--- config.mk ---
export PLATFORM = sky130hd
export DESIGN_NAME = cl_pipe
export DESIGN_NICKNAME = d
export VERILOG_FILES = /design/src/rtl/cl_pkg.sv /design/src/rtl/cl_core.sv /design/src/rtl/cl_pipe.sv
export SDC_FILE = /design/constraint.sdc
export NUM_CORES = 1
export LEC_CHECK = 0
export CORE_ASPECT_RATIO = 1.5
export CORE_MARGIN = 4
export CORE_UTILIZATION = 57
export DETAILED_ROUTE_END_ITERATION = 10
export GPL_ROUTABILITY_DRIVEN = 0
export HOLD_SLACK_MARGIN = 0.12
export PLACE_DENSITY = 0.84
export SYNTH_ARGS = -nofsm -noshare
export SYNTH_HDL_FRONTEND = slang
export SYNTH_SLANG_ARGS = --single-unit
--- constraint.sdc ---
create_clock -name clk -period 3.8 [get_ports clk]
set_input_delay 0.57 -clock clk [delete_from_list [all_inputs] [get_ports clk]]
set_output_delay 0.57 -clock clk [all_outputs]
set_load 0.03 [all_outputs]
--- src/rtl/cl_pkg.sv ---
// Shared definitions for the cl_pipe ALU pipeline: operation encodings used by
// the RTL and by any environment that drives it.
package cl_pkg;

  localparam int unsigned ClopWidth = 3;

  // Operation select encodings
  localparam logic [ClopWidth-1:0] CL_AND  = 3'b000;
  localparam logic [ClopWidth-1:0] CL_OR   = 3'b001;
  localparam logic [ClopWidth-1:0] CL_XOR  = 3'b010;
  localparam logic [ClopWidth-1:0] CL_NOTA = 3'b011;
  localparam logic [ClopWidth-1:0] CL_ADD  = 3'b100;
  localparam logic [ClopWidth-1:0] CL_SUB  = 3'b101;
  localparam logic [ClopWidth-1:0] CL_PASS = 3'b110;
  localparam logic [ClopWidth-1:0] CL_NAND = 3'b111;

endpackage

--- src/rtl/cl_core.sv ---
// Stateless operation and flag evaluation for one cl_pipe operation.
// carry is the add carry-out, or "no borrow" (a >= b) for subtract, else 0.
module cl_core
  import cl_pkg::*;
#(
  parameter int unsigned WIDTH = 4
) (
  input  logic [WIDTH-1:0]     a,
  input  logic [WIDTH-1:0]     b,
  input  logic [ClopWidth-1:0] clop,
  output logic [WIDTH-1:0]     out,
  output logic                 zero,
  output logic                 carry
);

  logic [WIDTH:0] sum;
  logic [WIDTH:0] diff;

  // Widened add/sub so the top bit holds carry-out / borrow
  always_comb begin
    sum  = {1'b0, a} + {1'b0, b};
    diff = {1'b0, a} - {1'b0, b};
  end

  // Result select and flags
  always_comb begin
    out   = '0;
    carry = 1'b0;
    unique case (clop)
      CL_AND:  out = a & b;
      CL_OR:   out = a | b;
      CL_XOR:  out = a ^ b;
      CL_NOTA: out = ~a;
      CL_ADD: begin
        out   = sum[WIDTH-1:0];
        carry = sum[WIDTH];
      end
      CL_SUB: begin
        out   = diff[WIDTH-1:0];
        // Borrow out of the widened subtract means a < b
        carry = ~diff[WIDTH];
      end
      CL_PASS: out = b;
      CL_NAND: out = ~(a & b);
      default: out = '0;
    endcase
    zero = (out == '0);
  end

endmodule

--- src/rtl/cl_pipe.sv ---
// Two-stage valid/ready ALU pipeline. S1 captures the operands and operation,
// S2 holds the computed result and flags presented to downstream. Each stage
// advances when it is empty or its contents move on, giving full throughput
// with back-pressure and no loss when accept and consume coincide.
module cl_pipe
  import cl_pkg::*;
#(
  parameter int unsigned WIDTH = 4
) (
  input  logic                 clk,
  input  logic                 reset,
  input  logic                 in_valid,
  output logic                 in_ready,
  input  logic [WIDTH-1:0]     a,
  input  logic [WIDTH-1:0]     b,
  input  logic [ClopWidth-1:0] clop,
  output logic                 out_valid,
  input  logic                 out_ready,
  output logic [WIDTH-1:0]     out,
  output logic                 zero,
  output logic                 carry
);

  // Stage 1 registers
  logic                 s1_valid_q;
  logic [WIDTH-1:0]     s1_a_q;
  logic [WIDTH-1:0]     s1_b_q;
  logic [ClopWidth-1:0] s1_op_q;

  // Stage 2 registers
  logic                 s2_valid_q;
  logic [WIDTH-1:0]     s2_out_q;
  logic                 s2_zero_q;
  logic                 s2_carry_q;

  // Core results for the operation sitting in S1
  logic [WIDTH-1:0]     core_out;
  logic                 core_zero;
  logic                 core_carry;

  logic s2_adv;
  logic s1_adv;

  // Stage advance conditions; in_ready never looks at in_valid
  always_comb begin
    s2_adv   = ~s2_valid_q | out_ready;
    s1_adv   = ~s1_valid_q | s2_adv;
    in_ready = s1_adv;
  end

  cl_core #(
    .WIDTH(WIDTH)
  ) u_core (
    .a    (s1_a_q),
    .b    (s1_b_q),
    .clop (s1_op_q),
    .out  (core_out),
    .zero (core_zero),
    .carry(core_carry)
  );

  // S1: capture an offered operation whenever the stage can advance
  always_ff @(posedge clk) begin
    if (reset) begin
      s1_valid_q <= 1'b0;
      s1_a_q     <= '0;
      s1_b_q     <= '0;
      s1_op_q    <= '0;
    end else if (s1_adv) begin
      s1_valid_q <= in_valid;
      if (in_valid) begin
        s1_a_q  <= a;
        s1_b_q  <= b;
        s1_op_q <= clop;
      end
    end
  end

  // S2: register the result; hold everything while stalled by downstream
  always_ff @(posedge clk) begin
    if (reset) begin
      s2_valid_q <= 1'b0;
      s2_out_q   <= '0;
      s2_zero_q  <= 1'b0;
      s2_carry_q <= 1'b0;
    end else if (s2_adv) begin
      s2_valid_q <= s1_valid_q;
      if (s1_valid_q) begin
        s2_out_q   <= core_out;
        s2_zero_q  <= core_zero;
        s2_carry_q <= core_carry;
      end
    end
  end

  // Outputs come straight from S2 registers
  always_comb begin
    out_valid = s2_valid_q;
    out       = s2_out_q;
    zero      = s2_zero_q;
    carry     = s2_carry_q;
  end

endmodule

# Yosys cells after proc, flatten, opt, wreduce, memory -nomap -nowiden
# Index checks and enable logic that the tools add are counted.
[totals]
ff_bits = 19
input_bits = 15
out_inout_bits = 8
elab_cells = 33
[classes]
addsub = 2
mux = 2
bitwise_logic = 10
reduce_logical = 4
eq_ne = 7
[ops]
columns = ["operator", "n"]
rows = [
  ["case mux 4 bit (8 select lines)", 1],
  ["equality test 3 bit (second input constant)", 4],
  ["inverter 4 bit", 2],
  ["equality test 3 x 2 -> 1 bit (second input constant)", 2],
  ["adder 4 x 4 -> 5 bit", 1],
  ["subtractor 4 x 4 -> 5 bit", 1],
  ["bitwise AND 4 bit", 1],
  ["zero test 4 bit", 1],
  ["OR 4 bit", 1],
  ["AND reduction 2 bit", 2],
  ["XOR 4 bit", 1],
  ["equality test 3 x 1 -> 1 bit (second input constant)", 1],
  ["zero test 3 bit", 1],
  ["inverter 1 bit", 3],
  ["OR 1 bit", 2],
  ["case mux 1 bit (2 select lines)", 1],
]

# Longest topological paths before layout
# Gate-level depths: netlist of run 1.
[depth]
depth_word = 4
depth_mapped = 9
ltp_nobuf = 9

# Hierarchy
# Synthesis of run 1 repeated with hierarchy kept, for this count alone.
[hier_totals]
hier_cells = 174
hier_area_um2 = 1496.4
[modules_own_cells]
columns = ["module", "seq_area_each_um2", "area_per_inst_um2", "n_inst", "cells_per_inst"]
rows = [
  ["cl_pipe", 380.4, 825.8, 1, 84],
  ["cl_core", 0.0, 670.6, 1, 90],
]

# Least setup slack after synthesis of run 1
# OpenSTA, ideal clock, no wires.
[synth_timing]
path_type = "reg-to-reg"
startpoint = "register s1_a_q[0]"
endpoint = "register s2_zero_q, in the netlist zero"
path_stages_with_launch = 10
t_arrival_ps = 2026
slack_ps = 1678
t_required_ps = 3704
synth_period_minus_slack_ps = 2122
path_buffers = 0
path_cell_list = "dfxtp_1 -> inv_1 -> ha_1 -> inv_1 -> fa_1 -> or2_2 -> a311oi_1 -> o21a_1 -> nor2_1 -> o41ai_2"
[synth_via]
elab_chain_cells = 4
word_cells_on_any_way = 9
[synth_lines]
columns = ["element", "line", "source"]
rows = [
  ["from (decl)", "cl_pipe.sv:26", "logic [WIDTH-1:0] s1_a_q;"],
  ["from (signal assigned)", "cl_pipe.sv:66", "s1_a_q <= '0;"],
  ["from (signal assigned)", "cl_pipe.sv:72", "s1_a_q <= a;"],
  ["branches (longest 2 deep; another with subtractor 4 x 4 -> 5 bit)", "-", ""],
  ["case mux 4 bit (8 select lines) (*)", "cl_core.sv:29", "unique case (clop)"],
  ["zero test 4 bit (*)", "cl_core.sv:47", "zero = (out == '0);"],
  ["to (signal assigned)", "cl_pipe.sv:90", "s2_zero_q <= core_zero;"],
  ["to (decl)", "cl_pipe.sv:33", "logic s2_zero_q;"],
]
# Mark *: on every way between the ends.
# A chain may end at the register's enable or synchronous reset.

# Worst setup path after layout of run 1
[layout_timing]
startpoint = "input port out_ready"
endpoint = "output port in_ready"
[layout_via]
elab_chain_cells = 2
[layout_lines]
columns = ["element", "line", "source"]
rows = [
  ["from (decl)", "cl_pipe.sv:18", "input logic out_ready,"],
  ["OR 1 bit", "cl_pipe.sv:46", "s2_adv = ~s2_valid_q | out_ready;"],
  ["OR 1 bit", "cl_pipe.sv:47", "s1_adv = ~s1_valid_q | s2_adv;"],
  ["to (decl)", "cl_pipe.sv:13", "output logic in_ready,"],
]
# No other way between the ends.

==> results.toml, run 1 <==
[sta]
hold_viol = 0
finalMaxSlewViolations = 0
skew_ns = 0.00776
finalSetupViolCount = 0
rsz0062_at_grt = "false"
fin_crit_sh_pct = 71.7
slew-limit-headroom_pct = 48.5
min_period_ns = 2.72
clock.fmax_mhz = 367
tightest_slew_ns = 0.771
finalSetupTns_ns = 0

[pwr]
switching_share_pct = 31.1
power_frac_seq_pct = 51.2
switchingPower_w = 0.000139
p_int_w = 0.000309
p_comb_share_pct = 26.9
p_leak_nw = 0.613
p_clk_share_pct = 21.9
ir_drop_mv = 0.241
p_per_area_nw_per_um2 = 280

[global_route]
antenna_found_initial = 0
overflow = 0
grtUsageTotal_pct = 20.1
grt_pass1_wl_mm = 4.83
grt_max_degree = 27
grt_pass1_vias = 1159

[floorplanning]
die_y_um = 68.3
die_w_um = 48.2
rows = 21
start_util_pct = 60.5
fp.coreArea_um2 = 2290
io_pins = 23
die-area_um2 = 3290

[placed_design]
io_buffers = 22
place_area_um2 = 1570
hpwl_mm = 2.34

[worst_setup_path]
r2r_start = "s1_a_q[0]$_SDFFE_PP0P_"
crit_required_ns = 3.23
endpoint_kind = "output port"
rrSetupSlack_ns = 1.36
reg2reg_depth = 9
start_kind = "primary input"
critPathMaxFanout = 13
crit_type = "in2out"
r2r_end = "zero$_SDFFE_PP0P_"
cp.arrival_ns = 2.15

[outcome]
status = "completed"

[synthesis]
netlist_area_um2 = 1380
syn_inst = 176
synthFlopType = "dfxtp_1"
seq_area_frac_synth_pct = 27.5
synth_edf_count = 0
synthArstFlopShare_pct = 0
synth.distinct_cells = 45
synth_warnings = 0
yosysTopAreaCellShare_pct = 27.5
syn_nets = 205
syn_area_per_cell_um2 = 7.86
synthTopCellsByArea = "dfxtp_1 28%, ha_1 11%, a21oi_1 6.9%"
synth_top_area_cell = "dfxtp_1"
synth-seq-cells = 19

[clocking]
cts_root_buf = "clkbuf_4"
cts_tree = "yes"
cts_hold_buf = 0
clock-sinks = 19
path_clk_slew_ns = 0.10
cts_htree_levels = 1
post_cts_resized = 0
cts.path.max_buffers = 2
cts_setup_buffers = 0
cts_buffers = 3
clock_latency_ns = 0.30

[cells_and_area]
design_area_um2 = 1600
drive_gt1_share_pct = 5.82
nNetsFinal = 219
area_growth_pct = 15.7
fillers = 198
diodes = 0

[hold_path]
hold_depth = 2
min_from = "out[1]$_SDFFE_PP0P_"
hold_path.class = "reg2reg"
holdPathEnd = "out[1]$_SDFFE_PP0P_"

[route]
drt_iter0_drc = 38
drt_first_pass_iters = 4
viasPerCell = 6.06
antenna_left = 0
wl_per_cell_um = 13.9
num_vias = 1284
drc = 0
finalWirelength_mm = 2.95

[job]
maxCapViolations = 0
[state kept, by name (all words and copies together) (netlist names)]
register and flops:
carry 1, out 4, s1_b_q 4, s1_valid_q 1, s1_op_q 3, out_valid 1, zero 1, s1_a_q 4
[worst max-delay path by stage]
stage | start | endpoint
5_1_grt | out_ready | in_ready
3_3_place_gp | out_ready | in_ready
2_1_floorplan | s1_a_q[0]$_SDFFE_PP0P_ | zero$_SDFFE_PP0P_
3_5_place_dp | out_ready | in_ready
4_1_cts | out_ready | in_ready
6_report | out_ready | in_ready
[layer usage]
metal	global-route usage [%]	share of wire, %	vias up
met5	0	0	-
met4	9.76	4.1	0
met3	2.37	3.6	13
met2	35.0	53	40
met1	22.8	40	589
li1	-	-	642
[cells by family after synthesis]
group           after synthesis  synth area share, %
buf+inv                      29                 8.60
mux                           2                 1.54
fa+ha+maj                    14                 13.8
flops                        19                 27.5
xor+xnor                      1                0.634
compound gates               44                 22.3
simple gates                 67                 25.7
[through the flow]
step	hold slack (ns)	instances	total power (W)	util (%)	setup WS (ns)
2_1_floorplan	0.461	176	0.000315	-	1.68
3_3_place_gp	0.445	208	0.000349	68.8	1.12
3_5_place_dp	0.456	208	0.000355	68.8	1.08
4_1_cts	0.472	212	0.000451	70.0	1.07
5_1_grt	0.485	212	0.000478	70.0	1.01
6_report	0.464	212	0.000449	70.0	1.08
[cell type report]
class | instances | area, um2 | area share [%]
Clock inverter | 1 | 5.00 | 0.313
Tap cell | 23 | 28.8 | 1.80
Inverter | 16 | 60.1 | 3.75
Multi-Input combinational cell | 128 | 883 | 55.2
Sequential cell | 19 | 380 | 23.8
Timing Repair Buffer | 22 | 220 | 13.8
Clock buffer | 3 | 22.5 | 1.41
[cells in the final DEF (no fill, tap or decap), types with 4 or more instances in the layout]
master,n
a21oi_1,19
clkdlybuf4s50_1,22
dfxtp_1,19
ha_1,12
inv_1,16
nand2_1,18
nand3_1,12
nand3b_1,5
nor2_1,11
o211ai_1,4
or3_1,4
[worst max-delay path, cell delays in order]
cell             delay [ns]
clkdlybuf4s50_1        0.41
nor2b_1                0.21
nand2_1                0.28
clkdlybuf4s50_1        0.68
[power by group through the flow]
stage | clock [W] | combinational (W) | sequential [W]
after floorplan | 0 | 0.0000842 | 0.000231
after global placement | 0 | 0.000116 | 0.000233
after detailed placement | 0 | 0.000121 | 0.000234
after CTS | 0.000100 | 0.000121 | 0.000229
after global routing | 0.000112 | 0.000134 | 0.000232
final | 0.0000984 | 0.000121 | 0.000230
[Yosys cell counts (2+ instances only)]
cell      number
o211ai_1       4
a211o_1        2
nor2_1        11
ha_1          12
nand2_1       18
o21ai_0        2
a311oi_1       2
nand2b_1       2
or3_1          4
nand3b_1       5
inv_1         16
a221oi_1       2
dfxtp_1       19
nor2b_1        2
or2_2          2
nor3b_1        2
nor3_1         3
clkbuf_1       5
nand3_1       12
buf_1          2
fa_1           2
a21oi_1       19
o21a_1         2
buf_2          5
Note: power is estimated with default switching activity, not from simulation.
==> run 2, diff against run 1 <==
--- a/config.mk
+++ b/config.mk
@@ -7,11 +7,11 @@
 export LEC_CHECK = 0
 export CORE_ASPECT_RATIO = 1.5
 export CORE_MARGIN = 4
-export CORE_UTILIZATION = 57
+export CORE_UTILIZATION = 47
 export DETAILED_ROUTE_END_ITERATION = 10
 export GPL_ROUTABILITY_DRIVEN = 0
 export HOLD_SLACK_MARGIN = 0.12
-export PLACE_DENSITY = 0.84
+export PLACE_DENSITY = 0.74
 export SYNTH_ARGS = -nofsm -noshare
 export SYNTH_HDL_FRONTEND = slang
 export SYNTH_SLANG_ARGS = --single-unit
==> constraint.sdc (replaced) <==
create_clock -name clk -period 2.4 [get_ports clk]
set_input_delay 0.36 -clock clk [delete_from_list [all_inputs] [get_ports clk]]
set_output_delay 0.36 -clock clk [all_outputs]
set_load 0.03 [all_outputs]
==> run 2 against run 1 <==
Clock power up 130%. Cell count up 9.9%. Clock skew down 0.0024 ns.
==> results.toml, run 2 (synthesized netlist as in run 1, its figures left out) <==
[outcome]
status = "completed"

[hold_path]
hold_path.class = "reg2reg"

[sta]
slew-limit-headroom_pct = 60.9
finalSetupViolCount = 0
finalSetupTns_ns = 0
min_period_ns = 2.25
skew_ns = 0.00533
rsz0062_at_grt = "false"
fin_crit_sh_pct = 93.7
clock.fmax_mhz = 445
finalMaxSlewViolations = 0
hold_viol = 0
tightest_slew_ns = 0.585

[global_route]
grt_max_degree = 21
overflow = 0
grt_pass1_vias = 1265
grt_pass1_wl_mm = 5.46
antenna_found_initial = 0
grtUsageTotal_pct = 18.8

[cells_and_area]
nNetsFinal = 226
multiInputGateArea_um2 = 890
stdcell_count = 233
drive_gt1_share_pct = 10.2
layout_common_cells = "22 x clkdlybuf4s50_1, 19 x a21oi_1, 18 x nand2_1, 18 x dfxtp_1, 16 x inv_1"
area_growth_pct = 22.7
diodes = 0
fillers = 257
final_common_cell = "clkdlybuf4s50_1"
register_area_um2 = 382

[clocking]
path_clk_slew_ns = 0.07
cts_setup_buffers = 0
cts_htree_levels = 1
cts_buffers = 3
post_cts_resized = 0
cts_tree = "yes"
cts_root_buf = "clkbuf_8"
cts.path.max_buffers = 2
clock_latency_ns = 0.26
cts_hold_buf = 0
clock-sinks = 19

[route]
viasPerCell = 5.64
finalWirelength_mm = 3.40
drt_first_pass_iters = 4
num_vias = 1313
antenna_left = 0
drt_iter0_drc = 37
wl_per_cell_um = 14.6
drc = 0

[worst_setup_path]
critPathMaxFanout = 4
crit_required_ns = 2.57
start_kind = "flop"
crit_type = "reg2reg"
cp.arrival_ns = 2.42
endpoint_kind = "flop"

[pwr]
p_per_area_nw_per_um2 = 469
ir_drop_mv = 0.443
p_leak_nw = 0.656

[placed_design]
dp_cells = 229
hpwl_mm = 2.66
io_buffers = 22

[floorplanning]
start_util_pct = 50.6
die-area_um2 = 3890
die_y_um = 74.4
rows = 23
fp.coreArea_um2 = 2730
die_w_um = 52.3
io_pins = 23

[job]
maxCapViolations = 0
## run 2: final cells by class
cell class / count / share of cell area, %
flip-flops and latches: 19 / 22.5
multi-input cells: 128 / 52.4
inverters: 16 / 3.54
clock inverters: 1 / 0.295
repair buffers: 29 / 16.1
well taps: 37 / 2.73
clock buffers: 3 / 2.43
## run 2: worst paths after layout
path / from / end / slack (ns) / cells past startpoint
setup reg to reg: s1_a_q[0]$_SDFFE_PP0P_ / zero$_SDFFE_PP0P_ / 0.15 / 9
setup / recovery: s1_a_q[0]$_SDFFE_PP0P_ / zero$_SDFFE_PP0P_ / 0.15 / 9
hold reg to reg: out[2]$_SDFFE_PP0P_ / out[2]$_SDFFE_PP0P_ / 0.47 / 2
hold / removal: out[2]$_SDFFE_PP0P_ / out[2]$_SDFFE_PP0P_ / 0.47 / 2
## run 2: critical path, stage by stage (launching register included)
cell      delay [ns]
dfxtp_2         0.35
inv_1           0.06
ha_1            0.21
inv_1           0.08
fa_1            0.41
or2_2           0.30
a311oi_2        0.23
o21a_1          0.16
nor2_1          0.05
o41ai_2         0.29
## run 2: through the flow
step           utilization, %  hold slack [ns]  cell area [um2]  total power (W)  setup WS, ns
6_report                 62.1            0.471             1700         0.000795         0.152
3_5_place_dp             60.1            0.461             1640         0.000573        0.0923
2_1_floorplan               -            0.460             1380         0.000498         0.278
5_1_grt                  62.1            0.487             1700         0.000841        0.0110
3_3_place_gp             60.1            0.445             1640         0.000562         0.205
4_1_cts                  61.8            0.472             1690         0.000802        0.0824
## run 2: power by group
group | internal, W | leakage [nW] | switching, W | total, W
combinational | 0.000102 | 0.474 | 0.000110 | 0.000212
clock | 0.000116 | 0.0255 | 0.000111 | 0.000226
sequential | 0.000333 | 0.157 | 0.0000241 | 0.000357
## run 2: routing by layer
metal  vias to the layer above  wire, um  GRT usage (%)  part of all wire (%)
met1                       608      1310           19.6                    39
li1                        658         -              -                     -
met2                        38      1850           34.9                    54
met3                         9       123           2.00                   3.6
met5                         -         0              0                     0
met4                         0       118           11.4                   3.5
==> run 3, diff against run 2 <==
--- a/config.mk
+++ b/config.mk
@@ -11,6 +11,7 @@
 export DETAILED_ROUTE_END_ITERATION = 10
 export GPL_ROUTABILITY_DRIVEN = 0
 export HOLD_SLACK_MARGIN = 0.12
+export MAX_ROUTING_LAYER = met4
 export PLACE_DENSITY = 0.74
 export SYNTH_ARGS = -nofsm -noshare
 export SYNTH_HDL_FRONTEND = slang
==> run 3 against run 2 <==
Final area is the same. Critical path depth did not move. First-iteration DRC count rose by 2.7%. Critical path type unchanged. Largest cell class unchanged. Largest power group unchanged.
==> results.toml, run 3 (synthesized netlist as in run 1, its figures left out) <==
[global_route]
grt_pass1_wl_mm = 5.46
grt_pass1_vias = 1266
grt_max_degree = 21
grtUsageTotal_pct = 19.4
overflow = 0
antenna_found_initial = 0

[clocking]
cts_hold_buf = 0
cts_setup_buffers = 0
cts_root_buf = "clkbuf_8"
clock_latency_ns = 0.26
cts_buffers = 3
post_cts_resized = 0
clock-sinks = 19
cts_htree_levels = 1
cts_tree = "yes"
cts.path.max_buffers = 2
path_clk_slew_ns = 0.07

[floorplanning]
rows = 23
io_pins = 23
die-area_um2 = 3890
die_w_um = 52.3
die_y_um = 74.4
start_util_pct = 50.6
fp.coreArea_um2 = 2730

[sta]
finalMaxSlewViolations = 0
fin_crit_sh_pct = 93.7
rsz0062_at_grt = "false"
tightest_slew_ns = 0.577
skew_ns = 0.00532
min_period_ns = 2.25
timing.final.ws_setup_ns = 0.152
hold_viol = 0
finalSetupTns_ns = 0
finalSetupViolCount = 0
slew-limit-headroom_pct = 61.5
clock.fmax_mhz = 445

[hold_path]
hold_depth = 2
hold_path.class = "reg2reg"

[placed_design]
dp_cells = 229
pre_cts_ws_ns = 0.0923
io_buffers = 22
hpwl_mm = 2.66

[worst_setup_path]
endpoint_kind = "flop"
crit_buf_inv = 2
cp.arrival_ns = 2.42
cp_slowest_stage_delay_ns = 0.41
crit_chain = "inv_1 -> ha_1 -> inv_1 -> fa_1 -> or2_2 -> a311oi_2 -> o21a_1 -> nor2_1 -> o41ai_2"
cpMostUsedCell = "inv_1"
start_kind = "flop"
crit_required_ns = 2.57
crit_type = "reg2reg"
cpLargestDelayFamily = "compound AO/OA/AOI/OAI gates"
crit_slowest_cell = "fa_1"
cp_num_cells = 9
reg2reg_depth = 9
critPathMaxFanout = 4

[pwr]
p_leak_nw = 0.656
p_per_area_nw_per_um2 = 469
ir_drop_mv = 0.443

[route]
drt_first_pass_iters = 4
num_vias = 1326
antenna_left = 0
finalWirelength_mm = 3.39
drc = 0
highest_layer = "met4"
met3_wirelength_um = 120
wl_met1_mm = 1.30
viasPerCell = 5.69
drt_iter0_drc = 38
dr_wl_met2_mm = 1.85
wl_per_cell_um = 14.5

[cells_and_area]
stdcell_count = 233
nNetsFinal = 226
area_growth_pct = 22.7
layout_common_cells = "22 x clkdlybuf4s50_1, 19 x a21oi_1, 18 x nand2_1, 18 x dfxtp_1, 16 x inv_1"
diodes = 0
final_common_cell = "clkdlybuf4s50_1"
fin_util_pct = 62.1
fillers = 257
drive_gt1_share_pct = 10.2

[job]
maxCapViolations = 0

[outcome]
status = "completed"
## run 3: cell counts in the layout (fill, tap and decap cells not counted)
Identical to the previous run, type by type.
## run 3: area by class of cell
cell class	count	area (um2)	share of cell area (%)
Clock buffer	3	41.3	2.43
Timing Repair Buffer	29	273	16.1
Inverter	16	60.1	3.54
Sequential cell	19	382	22.5
Multi-Input combinational cell	128	890	52.4
Clock inverter	1	5.00	0.295
Tap cell	37	46.3	2.73
## run 3: tightest hold or removal path, delay by kind of cell, from the launching register on
family | cells | cell delay, ns
flip-flops | 1 | 0.31
AO/OA/AOI/OAI | 1 | 0.06
AND/OR/NAND/NOR | 1 | 0.05
## run 3: power breakdown
part	switching [W]	internal (W)	total, W
logic	0.000110	0.000102	0.000212
clock network	0.000111	0.000116	0.000227
registers	0.0000240	0.000333	0.000357
total	0.000244	0.000551	0.000796
## run 3: routing by layer
| layer | GRT usage, % | vias up |
|---|---|---|
| met1 | 19.6 | 620 |
| met4 | 11.4 | 0 |
| li1 | - | 656 |
| met3 | 2.00 | 9 |
| met5 | - | - |
| met2 | 34.9 | 41 |
## run 3: through the flow
stage / total power [W] / hold slack [ns] / area [um2]
after floorplan: 0.000498 / 0.460 / 1380
after global placement: 0.000562 / 0.445 / 1640
after detailed placement: 0.000573 / 0.461 / 1640
after CTS: 0.000802 / 0.472 / 1690
after global routing: 0.000841 / 0.487 / 1700
final: 0.000796 / 0.471 / 1700
## run 3: path summary, 6_finish.rpt
kind	from	endpoint	slack [ns]
min reg2reg	out[0]$_SDFFE_PP0P_	out[0]$_SDFFE_PP0P_	0.47
max reg2reg	s1_a_q[0]$_SDFFE_PP0P_	zero$_SDFFE_PP0P_	0.15
min	out[0]$_SDFFE_PP0P_	out[0]$_SDFFE_PP0P_	0.47
max	s1_a_q[0]$_SDFFE_PP0P_	zero$_SDFFE_PP0P_	0.15
